### config.mk
export PLATFORM = sky130hd
export DESIGN_NAME = microsequencer
export DESIGN_NICKNAME = d
export VERILOG_FILES = /design/src/rtl/microsequencer.sv
export SDC_FILE = /design/constraint.sdc
export NUM_CORES = 1
export LEC_CHECK = 0
export CAP_MARGIN = 10
export CORE_MARGIN = 4
export CORE_UTILIZATION = 45
export CTS_BUF_LIST = sky130_fd_sc_hd__clkbuf_8
export CTS_CLUSTER_SIZE = 20
export DETAILED_ROUTE_END_ITERATION = 6
export PLACE_DENSITY = 0.79
export SETUP_SLACK_MARGIN = 0.15
export SLEW_MARGIN = 20
export SYNTH_ARGS = -nofsm -noshare
export SYNTH_HDL_FRONTEND = slang
export SYNTH_SLANG_ARGS = --single-unit
### constraint.sdc
create_clock -name clk -period 4.7 [get_ports clk]
set_input_delay 0.94 -clock clk [delete_from_list [all_inputs] [get_ports clk]]
set_output_delay 0.94 -clock clk [all_outputs]
set_load 0.005 [all_outputs]
### src/rtl/microsequencer.sv
// Next-state generator for the microprogrammed control unit: registered microstate
// with increment/jump/dispatch/branch/wait/call/return. Define MICROSEQ_STACK_EN for the return stack.
module microsequencer #(
  parameter logic [9:0]  FETCH_STATE = 10'd1,
  parameter logic [9:0]  FAULT_STATE = 10'd43,
  parameter logic [7:0]  WAIT_LIMIT  = 8'd16,
  parameter int unsigned STACK_DEPTH = 4
) (
  input  logic       clk,
  input  logic       reset,
  input  logic [2:0] ctrl_mode,
  input  logic [1:0] cond_sel,
  input  logic       cond_inv,
  input  logic [9:0] branch_target,
  input  logic [9:0] dispatch_addr,
  input  logic       cond_true,
  input  logic       z_flag,
  input  logic       moc,
  input  logic       hold,
  output logic [9:0] next_state,
  output logic [2:0] stack_depth,
  output logic       stack_err,
  output logic       mem_timeout
);

  typedef enum logic [2:0] {
    MODE_INC      = 3'b000,
    MODE_JUMP     = 3'b001,
    MODE_DISPATCH = 3'b010,
    MODE_COND     = 3'b011,
    MODE_WAIT     = 3'b100,
    MODE_CALL     = 3'b101,
    MODE_RETURN   = 3'b110,
    MODE_FETCH    = 3'b111
  } mode_e;

  mode_e      mode;
  logic [9:0] state_q, state_d;
  logic [9:0] inc;
  logic [7:0] wait_q, wait_d;
  logic       timeout_q, timeout_set;
  logic       cond_raw, cond;

  assign mode       = mode_e'(ctrl_mode);
  assign inc        = state_q + 10'd1;
  assign next_state = state_q;
  assign mem_timeout = timeout_q;

  always_comb begin
    cond_raw = 1'b1;
    case (cond_sel)
      2'b00:   cond_raw = cond_true;
      2'b01:   cond_raw = moc;
      2'b10:   cond_raw = z_flag;
      default: cond_raw = 1'b1;
    endcase
    cond = cond_raw ^ cond_inv;
  end

`ifdef MICROSEQ_STACK_EN
  logic [9:0] stack_q [STACK_DEPTH];
  logic [2:0] depth_q, depth_d;
  logic [9:0] stack_top;
  logic       err_q, err_set;
  logic       push, pop, clear_stack;
  logic       full, empty;

  assign full        = (depth_q == 3'(STACK_DEPTH));
  assign empty       = (depth_q == 3'd0);
  assign stack_depth = depth_q;
  assign stack_err   = err_q;

  // Loop-based read avoids indexing the array with the wider depth counter.
  always_comb begin
    stack_top = '0;
    for (int unsigned i = 0; i < STACK_DEPTH; i++) begin
      if (depth_q == 3'(i + 1)) stack_top = stack_q[i];
    end
  end
`else
  assign stack_depth = '0;
  assign stack_err   = 1'b0;
`endif

  always_comb begin
    state_d     = state_q;
    wait_d      = '0;
    timeout_set = 1'b0;
`ifdef MICROSEQ_STACK_EN
    push        = 1'b0;
    pop         = 1'b0;
    clear_stack = 1'b0;
    err_set     = 1'b0;
`endif
    case (mode)
      MODE_INC:      state_d = inc;
      MODE_JUMP:     state_d = branch_target;
      MODE_DISPATCH: state_d = dispatch_addr;
      MODE_COND:     state_d = cond ? branch_target : inc;
      MODE_WAIT: begin
        if (moc) begin
          state_d = inc;
        end else if (wait_q == WAIT_LIMIT - 8'd1) begin
          state_d     = FAULT_STATE;
          timeout_set = 1'b1;
        end else begin
          wait_d = wait_q + 8'd1;
        end
      end
`ifdef MICROSEQ_STACK_EN
      MODE_CALL: begin
        state_d = branch_target;
        if (full) err_set = 1'b1;
        else      push    = 1'b1;
      end
      MODE_RETURN: begin
        if (empty) begin
          state_d = FETCH_STATE;
          err_set = 1'b1;
        end else begin
          state_d = stack_top;
          pop     = 1'b1;
        end
      end
      MODE_FETCH: begin
        state_d     = FETCH_STATE;
        clear_stack = 1'b1;
      end
`else
      MODE_CALL:   state_d = branch_target;
      MODE_RETURN: state_d = FETCH_STATE;
      MODE_FETCH:  state_d = FETCH_STATE;
`endif
    endcase
  end

`ifdef MICROSEQ_STACK_EN
  always_comb begin
    depth_d = depth_q;
    if (clear_stack) depth_d = '0;
    else if (push)   depth_d = depth_q + 3'd1;
    else if (pop)    depth_d = depth_q - 3'd1;
  end
`endif

  always_ff @(posedge clk or negedge reset) begin
    if (!reset) begin
      state_q   <= '0;
      wait_q    <= '0;
      timeout_q <= 1'b0;
    end else if (!hold) begin
      state_q <= state_d;
      wait_q  <= wait_d;
      if (timeout_set) timeout_q <= 1'b1;
    end
  end

`ifdef MICROSEQ_STACK_EN
  always_ff @(posedge clk or negedge reset) begin
    if (!reset) begin
      depth_q <= '0;
      err_q   <= 1'b0;
      for (int unsigned i = 0; i < STACK_DEPTH; i++) stack_q[i] <= '0;
    end else if (!hold) begin
      depth_q <= depth_d;
      if (err_set) err_q <= 1'b1;
      for (int unsigned i = 0; i < STACK_DEPTH; i++) begin
        if (push && depth_q == 3'(i)) stack_q[i] <= inc;
      end
    end
  end
`endif

endmodule
# Yosys cells after proc, flatten, opt, wreduce, memory -nomap -nowiden
# Cells that the tools add are included.
dict set report totals {
  ff_bits 19
  word_cells 35
  in_bits 32
}
dict set report op_classes {
  reduce_logical 6
  mux 11
  n_bitwise 2
  eq_ne 11
  addsub 2
}
# op n
set op_table {}
lappend op_table {{$pmux W10 S6} 1}
lappend op_table {{$mux W10} 3}
lappend op_table {{$mux W8} 3}
lappend op_table {{$eq A3 B3 Y1 const B} 4}
lappend op_table {{$add A10 B1 Y10 const B} 1}
lappend op_table {{$add A8 B1 Y8 const B} 1}
lappend op_table {{$eq A8 B4 Y1 const B} 1}
lappend op_table {{$eq A3 B2 Y1 const B} 2}
lappend op_table {{$reduce_and A2 Y1} 2}
lappend op_table {{$reduce_or A2 Y1} 2}
lappend op_table {{$eq A3 B1 Y1 const B} 1}
lappend op_table {{$logic_not A3 Y1} 1}
lappend op_table {{$mux W1} 3}
lappend op_table {{$ne A3 B3 Y1 const B} 1}
lappend op_table {{$pmux W1 S3} 1}
lappend op_table {{$eq A2 B1 Y1 const B} 1}
lappend op_table {{$eq A2 B2 Y1 const B} 1}
lappend op_table {{$logic_not A2 Y1} 1}
lappend op_table {{$not A1 Y1} 1}
lappend op_table {{$xor A1 B1 Y1} 1}

# Depth between registers and ports, before layout
# Gate-level depths: netlist of the first run.
dict set report depth {
  ltp_word 5
  mapped_depth 8
}

# Least setup slack after synthesis of the first run
# OpenSTA, ideal clock, no wires.
dict set report synth_timing {
  path_kind {input port to flip-flop}
  startpoint {input cond_sel[0]}
  endpoint {register state_q[5] (netlist: next_state[5])}
  required_time_ns 4.567
  t_arrival_ns 2.242
  stages 6
  path_slack_ns 2.325
  path_cell_list {or4b_1 -> o311ai_1 -> o31ai_1 -> and3_1 -> a2111oi_1 -> nor3_1}
}
dict set report synth_between {
  elab_chain_cells 5
}
# element line_no
set synth_rtl {}
lappend synth_rtl {{start: declaration} 12} ;# input logic [1:0] cond_sel,
lappend synth_rtl {{$eq A2 B2 Y1 (tied with other cells)} 51} ;# case (cond_sel)
lappend synth_rtl {{$pmux W1 S3 (*)} 51}
lappend synth_rtl {{$xor A1 B1 Y1 (*)} 57} ;# cond = cond_raw ^ cond_inv;
lappend synth_rtl {{$mux W10 (*)} 99} ;# MODE_COND: state_d = cond ? branch_target : inc;
lappend synth_rtl {{$pmux W10 S6 (*)} 95} ;# case (mode)
lappend synth_rtl {{end signal: assignment} 152} ;# state_q <= state_d;
lappend synth_rtl {{end: declaration} 38} ;# logic [9:0] state_q, state_d;
# Every way passes the cells marked *; elsewhere a longest branch is shown, timed or not.
# A chain may end at the register's enable or synchronous reset.

# Final worst setup path of the first run
dict set report layout_timing {
  startpoint {input hold}
  endpoint {register state_q[2] (netlist: next_state[2])}
}
dict set report layout_between {
  elab_chain_cells 2
}
# element line_no
set layout_rtl {}
lappend layout_rtl {{start: declaration} 19} ;# input logic hold,
lappend layout_rtl {{$not A1 Y1 (no source line)} -}
lappend layout_rtl {{$reduce_and A2 Y1 (no source line)} -}
# No other way between the ends.

==> flow_summary.yaml, run 1 <==
sta:
  fin_hold_ws_ns: 0.461
  fmaxAchievable_ghz: 0.325
  maxSlewViolCount: 0
  rsz0062_at_grt: "no"
  finalHoldViolations: 0
  slew_headroom_pct: 41.7
  fin_worst_skew_ns: 0.00271
  setup-violations-final: 0
  fin_crit_ns: 3.08
  worstMarginPinSlew_ns: 0.872
  fin_setup_tns_ns: 0
  fin_crit_sh_pct: 65.5
setup_path:
  path_delay_family: "compound AO/OA/AOI/OAI gates"
  worst-path-max-fanout: 18
  start_kind: "input pin"
  critPathSlowestCell: "clkdlybuf4s50_1"
  cp_cell_sequence: "clkdlybuf4s50_1 > or4b_4 > o22ai_2 > o21ai_0 > a22o_1"
  critical_path_required_ns: 4.85
  crit_arrival_ns: 3.23
  critPathBufInv: 1
  crit_path_end_kind: "flip-flop"
  cp_slowest_stage_delay_ns: 0.66
  worstSetupPathType: "in2reg"
hold_path:
  hold_path.class: "reg2reg"
route:
  final_antenna_net_count: 0
  drc: 0
  num_vias: 1531
  wl_per_cell_um: 14.7
  dr.pass1.iters: 4
  vias_per_cell: 5.73
  dr.first_iter.drc_count: 116
  wl_um: 3920
cells_and_area:
  fin_nets: 258
  areaGrowthSynthToFinish_pct: 30.7
  n_fill_cell: 289
  fin_cells: 267
  drive_gt1_share_pct: 5.38
  mostFrequentLayoutCells: "42 x clkdlybuf4s50_1, 19 x nor2_1, 19 x nand2_1, 19 x dfrtp_1, 11 x a21oi_1"
  utilization_pct: 63.3
  final_common_cell: "clkdlybuf4s50_1"
  n_antenna_cell: 0
global_route:
  grt_pass1_vias: 1434
  antenna_found_initial: 0
  grt_util_all_layers_pct: 19.3
  grt_max_degree: 20
  grt_remaining_overflow: 0
  grt_pass1_wl_um: 6580
logic_synthesis:
  ys_types: 54
  ys_async_sr_fraction_pct: 100
  synth-seq-cells: 19
  avgSynthCellArea_um2: 8.15
  ys_warn_count: 0
  ys.flop_type: "dfrtp_1"
  synth-seq-area-share_pct: 31.4
  syn_inst: 186
  synth_edf_count: 0
  syn_area_um2: 1520
clock_network:
  cts_setup_buffers: 0
  cts_tree: "yes"
  root_buffer: "clkbuf_8"
  cts_resized: 0
  htree_levels: 1
  holdBufCountCts: 0
  cts_made_buffers: 3
  cts_sinks: 19
  clockBufferDepth: 2
  worst_skew_pair.late_latency_ns: 0.26
  clk_pin_slew_ns: 0.07
power:
  leakage_nw: 0.790
  p_per_area_nw_per_um2: 239
  peakVddDrop_uv: 180
die:
  die_h_um: 66.0
  rows: 20
  core_um2: 3130
  initial_core_util_pct: 48.4
  pin_count: 47
  dieArea_um2: 4360
  die_x_um: 66.0
run_status:
  status: "complete, no violations"
run:
  maxCapViolCount: 0
place:
  placed_cells: 263
  gp_congestion: 0.880
  port_buffers: 42
  dpl.hpwl_um: 3010
[routing by layer]
layer	GRT usage, %	up-vias	wire length [um]
met5	0	-	0
met4	4.31	0	27
met3	4.25	4	305
met2	32.2	58	1860
met1	25.4	712	1730
li1	-	757	-
[worst reg2reg max path, delay by kind of cell, from the launching register on]
| family | cells | cell delay (ns) |
|---|---|---|
| AOI/OAI and AO/OA | 3 | 1.03 |
| and+or+nand+nor | 1 | 0.57 |
| DFF | 1 | 0.44 |
[sequential cells by signal, indices dropped and copies added, names as in the netlist]
register / count
mem_timeout: 1
wait_q: 8
next_state: 10
[Yosys cell counts (2+ instances only)]
master	instances	share of area, %
a21o_1	5	2.5
a21oi_1	11	3.6
a22o_1	2	1.2
a22oi_1	2	0.99
a31oi_1	4	1.7
a32oi_1	3	1.7
and3_1	2	0.83
buf_2	3	0.99
buf_4	5	2.5
clkbuf_1	4	0.99
dfrtp_1	19	31
ha_1	2	1.7
inv_1	5	1.2
mux2i_1	2	1.3
nand2_1	19	4.7
nand2b_1	2	0.83
nand3_1	8	2.6
nand3b_1	3	1.5
nor2_1	19	4.7
nor2b_1	4	1.7
nor3_1	5	1.7
nor3b_1	2	0.99
o211ai_1	7	3.5
o21ai_0	9	3.0
o21ai_1	4	1.3
xnor2_1	4	2.3
xor2_1	4	2.3
[where the power goes]
group	total [W]	switching, W	internal, W
registers	0.000201	0.0000212	0.000179
clock network	0.000116	0.0000566	0.0000590
logic	0.000158	0.0000697	0.0000880
[worst paths after layout]
path	startpoint	end	slack (ns)	cells past startpoint
setup / recovery	hold	next_state[2]$_DFFE_PN0P_	1.62	5
hold / removal	mem_timeout$_DFFE_PN0P_	mem_timeout$_DFFE_PN0P_	0.46	1
setup reg to reg	wait_q[5]$_DFFE_PN0N_	next_state[2]$_DFFE_PN0P_	2.55	4
hold reg to reg	mem_timeout$_DFFE_PN0P_	mem_timeout$_DFFE_PN0P_	0.46	1
max in group asynchronous	reset	wait_q[1]$_DFFE_PN0N_	2.99	1
min in group asynchronous	reset	next_state[3]$_DFFE_PN0P_	1.17	1
[final cells by class]
cell class	instances	area, um2	area share (%)
Multi-Input combinational cell	152	961	48.5
Timing Repair Buffer	42	420	21.2
Inverter	6	22.5	1.14
Clock inverter	1	5.00	0.253
Clock buffer	3	41.3	2.08
Tap cell	44	55.1	2.78
Sequential cell	19	475	24.0
[stage by stage]
step | total power [W] | area, um2 | setup slack, ns
after floorplan | 0.000282 | 1530 | 2.33
after global placement | 0.000360 | 1930 | 1.40
after detailed placement | 0.000361 | 1930 | 1.36
after CTS | 0.000480 | 1980 | 1.65
after global routing | 0.000504 | 1980 | 1.49
final | 0.000474 | 1980 | 1.62
[logic make-up after synthesis]
| group | after synthesis | share of synthesized area (%) |
|---|---|---|
| multiplexers | 2 | 1.32 |
| XOR/XNOR | 8 | 4.62 |
| AND/OR/NAND/NOR | 77 | 26.9 |
| AO/OA/AOI/OAI | 59 | 27.9 |
| flip-flops | 19 | 31.4 |
| adder cells (fa/ha/maj) | 2 | 1.65 |
| other | 1 | 0.247 |
| buffers and inverters | 18 | 5.95 |
Power figures use the tool's default switching activity.
==> inputs of run 2 (changes only) <==
--- a/config.mk
+++ b/config.mk
@@ -7,11 +7,11 @@
 export LEC_CHECK = 0
 export CAP_MARGIN = 10
 export CORE_MARGIN = 4
-export CORE_UTILIZATION = 45
+export CORE_UTILIZATION = 44
 export CTS_BUF_LIST = sky130_fd_sc_hd__clkbuf_8
 export CTS_CLUSTER_SIZE = 20
 export DETAILED_ROUTE_END_ITERATION = 6
-export PLACE_DENSITY = 0.79
+export PLACE_DENSITY = 0.8
 export SETUP_SLACK_MARGIN = 0.15
 export SLEW_MARGIN = 20
 export SYNTH_ARGS = -nofsm -noshare
==> constraint.sdc (replaced) <==
create_clock -name clk -period 2.5 [get_ports clk]
set_input_delay 0.5 -clock clk [delete_from_list [all_inputs] [get_ports clk]]
set_output_delay 0.5 -clock clk [all_outputs]
set_load 0.005 [all_outputs]
==> run 2 against run 1 <==
Compared with the run above: final cell count grew 6.4%; setup slack lost 1.4 ns; routed wire length grew 4.0%; cell area grew 7.1%; register-to-register slack lost 2.0 ns; critical endpoint is now next_state[5]$_DFFE_PN0P_; clock skew grew 0.0079 ns; via count shrank 0.46%; sequential share of layout area shrank 1.6 points; flip-flop and latch count is the same.
==> flow_summary.yaml, run 2 (same netlist as run 1, synthesis figures left out) <==
run_status:
  status: "complete, no violations"
die:
  pin_count: 47
  initial_core_util_pct: 45.4
  core_um2: 3340
  rows: 21
  dieArea_um2: 4450
  die_h_um: 66.7
  die_x_um: 66.7
place:
  port_buffers: 42
  dpl_worst_slack_ns: -0.0460
  gp_congestion: 0.922
  dpl.hpwl_um: 3170
  place_area_um2: 2060
cells_and_area:
  final_common_cell: "clkdlybuf4s50_1"
  fin_nets: 273
  areaGrowthSynthToFinish_pct: 40.0
  design_area_um2: 2120
  mostFrequentLayoutCells: "42 x clkdlybuf4s50_1, 19 x nor2_1, 19 x nand2_1, 19 x dfrtp_1, 14 x buf_4"
  n_antenna_cell: 0
  n_fill_cell: 280
  drive_gt1_share_pct: 12.2
  largest_reg_flops: 10
power:
  leakage_nw: 0.872
  p_per_area_nw_per_um2: 433
  peakVddDrop_uv: 284
hold_path:
  min_from: "mem_timeout$_DFFE_PN0P_"
  worstHoldEndpoint: "mem_timeout$_DFFE_PN0P_"
  holdPathStages: 1
  hold_path.class: "reg2reg"
route:
  wl_per_cell_um: 14.4
  vias_per_cell: 5.37
  drc: 0
  num_vias: 1524
  dr.first_iter.drc_count: 100
  final_antenna_net_count: 0
  wl_um: 4080
  dr.pass1.iters: 4
sta:
  fin_hold_ws_ns: 0.469
  setup-violations-final: 0
  fin_crit_sh_pct: 91.6
  fin_worst_skew_ns: 0.0106
  maxSlewViolCount: 0
  fin_crit_ns: 2.29
  rsz0062_at_grt: "no"
  finalHoldViolations: 0
  fmaxAchievable_ghz: 0.437
  layout_setup_ws_ns: 0.211
clock_network:
  cts_made_buffers: 3
  holdBufCountCts: 0
  root_buffer: "clkbuf_8"
  clockBufferDepth: 2
  worst_skew_pair.late_latency_ns: 0.26
  cts_sinks: 19
  clk_pin_slew_ns: 0.08
  htree_levels: 1
  cts_tree: "yes"
global_route:
  grt_util_all_layers_pct: 19.7
  grt_remaining_overflow: 0
  antenna_found_initial: 0
  grt_max_degree: 20
  grt_pass1_vias: 1444
  grt_pass1_wl_um: 6730
setup_path:
  critPathSlowestCell: "or4b_1"
  path_delay_family: "simple AND/OR/NAND/NOR gates"
  reg2reg_from: "wait_q[5]$_DFFE_PN0N_"
  worstSetupPathType: "in2reg"
  reg2reg_slack_ns: 0.52
  r2r_end: "next_state[6]$_DFFE_PN0P_"
  crit_path_end_kind: "flip-flop"
  start_kind: "input pin"
  worst-path-max-fanout: 3
  crit_arrival_ns: 2.43
  critPathBufInv: 1
  reg2reg_depth: 6
  critical_path_required_ns: 2.64
  cp_slowest_stage_delay_ns: 0.56
  cp_cell_sequence: "clkdlybuf4s50_1 > or4b_1 > o311ai_2 > o31ai_1 > and3_1 > a2111oi_1 > nor3_1"
run:
  maxCapViolCount: 0
## run 2: changes by cell type in the layout (fill, tap and decap cells not counted)
cell / change
buf_4: +14
buf_12: +1
nor3b_1: -1
nor3b_2: +1
o311ai_1: -1
o311ai_2: +1
## run 2: stage by stage
step | utilization (%) | total power (W) | setup TNS (ns) | std cells
6_report | 63.6 | 0.000918 | 0 | 284
5_1_grt | 63.6 | 0.000986 | 0 | 284
4_1_cts | 63.2 | 0.000927 | 0 | 284
3_5_place_dp | 61.8 | 0.000706 | -0.0460 | 280
3_3_place_gp | 61.8 | 0.000703 | 0 | 280
2_1_floorplan | - | 0.000530 | 0 | 189
## run 2: final cells by class
| class | instances | area [um2] | share of cell area, % |
|---|---|---|---|
| timing repair buffer | 57 | 546 | 25.7 |
| multi-input combinational | 152 | 973 | 45.9 |
| sequential | 19 | 475 | 22.4 |
| clock inverter | 1 | 5.00 | 0.236 |
| tap | 46 | 57.6 | 2.71 |
| inverter | 6 | 22.5 | 1.06 |
| clock buffer | 3 | 41.3 | 1.95 |
## run 2: worst max-delay path by stage
stage | slack, ns | depth (start not counted) | end | start
3_3_place_gp | 0.05 | 7 | next_state[5]$_DFFE_PN0P_ | cond_sel[0]
3_5_place_dp | -0.05 | 7 | next_state[5]$_DFFE_PN0P_ | cond_sel[0]
5_1_grt | 0.11 | 8 | next_state[8]$_DFFE_PN0P_ | cond_sel[0]
4_1_cts | 0.23 | 7 | next_state[5]$_DFFE_PN0P_ | cond_sel[0]
2_1_floorplan | 0.57 | 6 | next_state[5]$_DFFE_PN0P_ | cond_sel[0]
6_report | 0.21 | 7 | next_state[5]$_DFFE_PN0P_ | cond_sel[0]
## run 2: power by group
part / switching, W / total (W) / internal [W]
clock network: 0.000102 / 0.000213 / 0.000111
registers: 0.0000416 / 0.000379 / 0.000337
logic: 0.000138 / 0.000326 / 0.000188
total: 0.000282 / 0.000918 / 0.000636
## run 2: what timing repair did
action                                  in CTS  in global routing
hold endpoints to repair                     0                  0
buffers inserted                             0                  0
gates resized for setup                      0                  2
endpoints found under the setup margin       0                  3
## run 2: worst reg2reg max path, cell delays in order (launching register included)
cell and delay [ns]:
dfrtp_1 0.44, or4b_4 0.57, o22a_4 0.24, a221oi_2 0.20
o221ai_2 0.13, a31oi_1 0.18, a31oi_1 0.10
## run 2: per-layer routing
| layer | vias up | GRT usage, % | wire length [um] |
|---|---|---|---|
| met5 | - | 0 | 0 |
| met4 | 0 | 7.36 | 65 |
| met3 | 7 | 4.22 | 286 |
| met2 | 45 | 30.8 | 1900 |
| met1 | 692 | 26.5 | 1830 |
| li1 | 780 | - | - |
==> inputs of run 3 (changes only) <==
==> constraint.sdc (replaced) <==
create_clock -name clk -period 2.1 [get_ports clk]
set_input_delay 0.42 -clock clk [delete_from_list [all_inputs] [get_ports clk]]
set_output_delay 0.42 -clock clk [all_outputs]
set_load 0.005 [all_outputs]
==> run 3 against run 2 <==
Compared with the run above: global-route usage grew 2.5 points; cell area grew 14%; routed wire length grew 20%; highest routed layer unchanged; combinational power grew 42%; hold slack gained 0.0051 ns; sequential power grew 20%; clock skew shrank 0.0080 ns; setup slack lost 0.059 ns; non-clock buffer count grew 26; critical path type is now reg2reg.
==> flow_summary.yaml, run 3 (same netlist as run 1, synthesis figures left out) <==
cells_and_area:
  n_fill_cell: 245
  multiInputGateArea_um2: 1050
  drive_gt1_share_pct: 26.9
  areaGrowthSynthToFinish_pct: 59.6
  fin_nets: 299
  n_antenna_cell: 0
  register_area_um2: 475
  final_common_cell: "buf_4"
  largest_reg_flops: 10
  mostFrequentLayoutCells: "38 x buf_4, 33 x clkdlybuf4s50_1, 19 x nor2_1, 19 x nand2_1, 19 x dfrtp_1"
setup_path:
  start_kind: "flip-flop"
  critPathSlowestCell: "or4b_4"
  worst-path-max-fanout: 5
  reg2reg_slack_ns: 0.15
  cp_slowest_stage_delay_ns: 0.54
  critPathBufInv: 0
  cp_cell_sequence: "or4b_4 > o22a_4 > a221oi_2 > o221ai_2 > a31oi_1 > a31oi_1"
  cpMostUsedCell: "a31oi_1"
  crit_path_end_kind: "flip-flop"
  crit_arrival_ns: 2.09
  critical_path_required_ns: 2.24
  worstSetupPathType: "reg2reg"
  path_delay_family: "compound AO/OA/AOI/OAI gates"
global_route:
  grt_util_met1_pct: 26.9
  antenna_found_initial: 0
  use_met2_pct: 39.1
  grt_pass1_wl_um: 7640
  grt_max_degree: 20
  grt_pass1_vias: 1728
  busiest_layer: "met2"
  use_met3_pct: 4.38
  grt_util_all_layers_pct: 22.2
  grt_remaining_overflow: 0
route:
  vias_per_cell: 5.60
  final_antenna_net_count: 0
  wl_um: 4880
  dr.pass1.iters: 4
  num_vias: 1737
  drc: 0
  dr.first_iter.drc_count: 157
  wl_per_cell_um: 15.7
die:
  dieArea_um2: 4450
  core_um2: 3340
  pin_count: 47
  die_x_um: 66.7
  rows: 21
  die_h_um: 66.7
  initial_core_util_pct: 45.4
sta:
  fin_crit_ns: 1.95
  fin_crit_sh_pct: 92.8
  setup-violations-final: 0
  fin_hold_ws_ns: 0.474
  finalHoldViolations: 0
  rsz0062_at_grt: "yes"
  maxSlewViolCount: 0
  fmaxAchievable_ghz: 0.513
  fin_worst_skew_ns: 0.00264
place:
  port_buffers: 42
  dpl.hpwl_um: 3450
  gp_congestion: 0.886
power:
  p_total_w: 0.00118
  peakVddDrop_uv: 389
  leakage_nw: 1.06
  p_per_area_nw_per_um2: 487
clock_network:
  clockBufferDepth: 2
  htree_levels: 1
  cts_sinks: 19
  root_buffer: "clkbuf_8"
  cts_made_buffers: 3
  worst_skew_pair.late_latency_ns: 0.26
  cts_tree: "yes"
  clk_pin_slew_ns: 0.07
run:
  maxCapViolCount: 0
hold_path:
  hold_path.class: "reg2reg"
run_status:
  status: "complete, no violations"
==> run 3: worst paths after layout <==
| kind | from | endpoint | depth (start not counted) |
|---|---|---|---|
| max | wait_q[6]$_DFFE_PN0N_ | next_state[6]$_DFFE_PN0P_ | 6 |
| min | mem_timeout$_DFFE_PN0P_ | mem_timeout$_DFFE_PN0P_ | 1 |
| max reg2reg | wait_q[6]$_DFFE_PN0N_ | next_state[6]$_DFFE_PN0P_ | 6 |
| min reg2reg | mem_timeout$_DFFE_PN0P_ | mem_timeout$_DFFE_PN0P_ | 1 |
| max in group asynchronous | reset | next_state[0]$_DFFE_PN0P_ | 2 |
| min in group asynchronous | reset | next_state[7]$_DFFE_PN0P_ | 2 |
==> run 3: routing by layer <==
| metal | part of all wire (%) | wire length [um] | vias up |
|---|---|---|---|
| met1 | 40 | 1950 | 813 |
| met2 | 52 | 2520 | 82 |
| met4 | 1.5 | 75 | 0 |
| met5 | 0 | 0 | - |
| li1 | - | - | 835 |
| met3 | 6.8 | 331 | 7 |
==> run 3: worst reg2reg max path, cell delays in order, from the launching register on <==
cell,delay [ns]
dfrtp_1,0.41
or4b_4,0.54
o22a_4,0.23
a221oi_2,0.19
o221ai_2,0.14
a31oi_1,0.22
a31oi_1,0.11
==> run 3: cell type report <==
| cell class | instances | share of cell area [%] |
|---|---|---|
| inverter | 6 | 0.931 |
| clock inverter | 1 | 0.155 |
| timing repair buffer | 83 | 31.6 |
| multi-input combinational | 152 | 43.6 |
| tap | 46 | 2.38 |
| clock buffer | 3 | 1.71 |
| sequential | 19 | 19.7 |
==> run 3: where the power goes <==
group | total [W] | switching (W) | leakage [nW] | internal [W]
combinational | 0.000464 | 0.000190 | 0.787 | 0.000274
sequential | 0.000454 | 0.0000525 | 0.247 | 0.000402
clock | 0.000258 | 0.000128 | 0.0269 | 0.000130
==> run 3: what timing repair did <==
item | CTS | global route
resized for setup | 21 | 16
pin swaps | 13 | 8
hold endpoints to repair | 0 | 0
gates cloned | 1 | 0
hold buffers | 0 | 0
setup buffers | 2 | 4
setup endpoints to repair | 10 | 9
==> run 3: per-stage QoR <==
step / worst slack [ns] / TNS (ns) / utilization [%] / instance area (um2) / instances
global route: 0.0534 / 0 / 72.5 / 2420 / 310
floorplan: 0.241 / 0 / - / 1530 / 189
global placement: -0.275 / -2.67 / 66.1 / 2200 / 299
detailed placement: -0.330 / -3.22 / 66.1 / 2200 / 299
finish: 0.152 / 0 / 72.5 / 2420 / 310
CTS: 0.158 / 0 / 70.3 / 2350 / 306
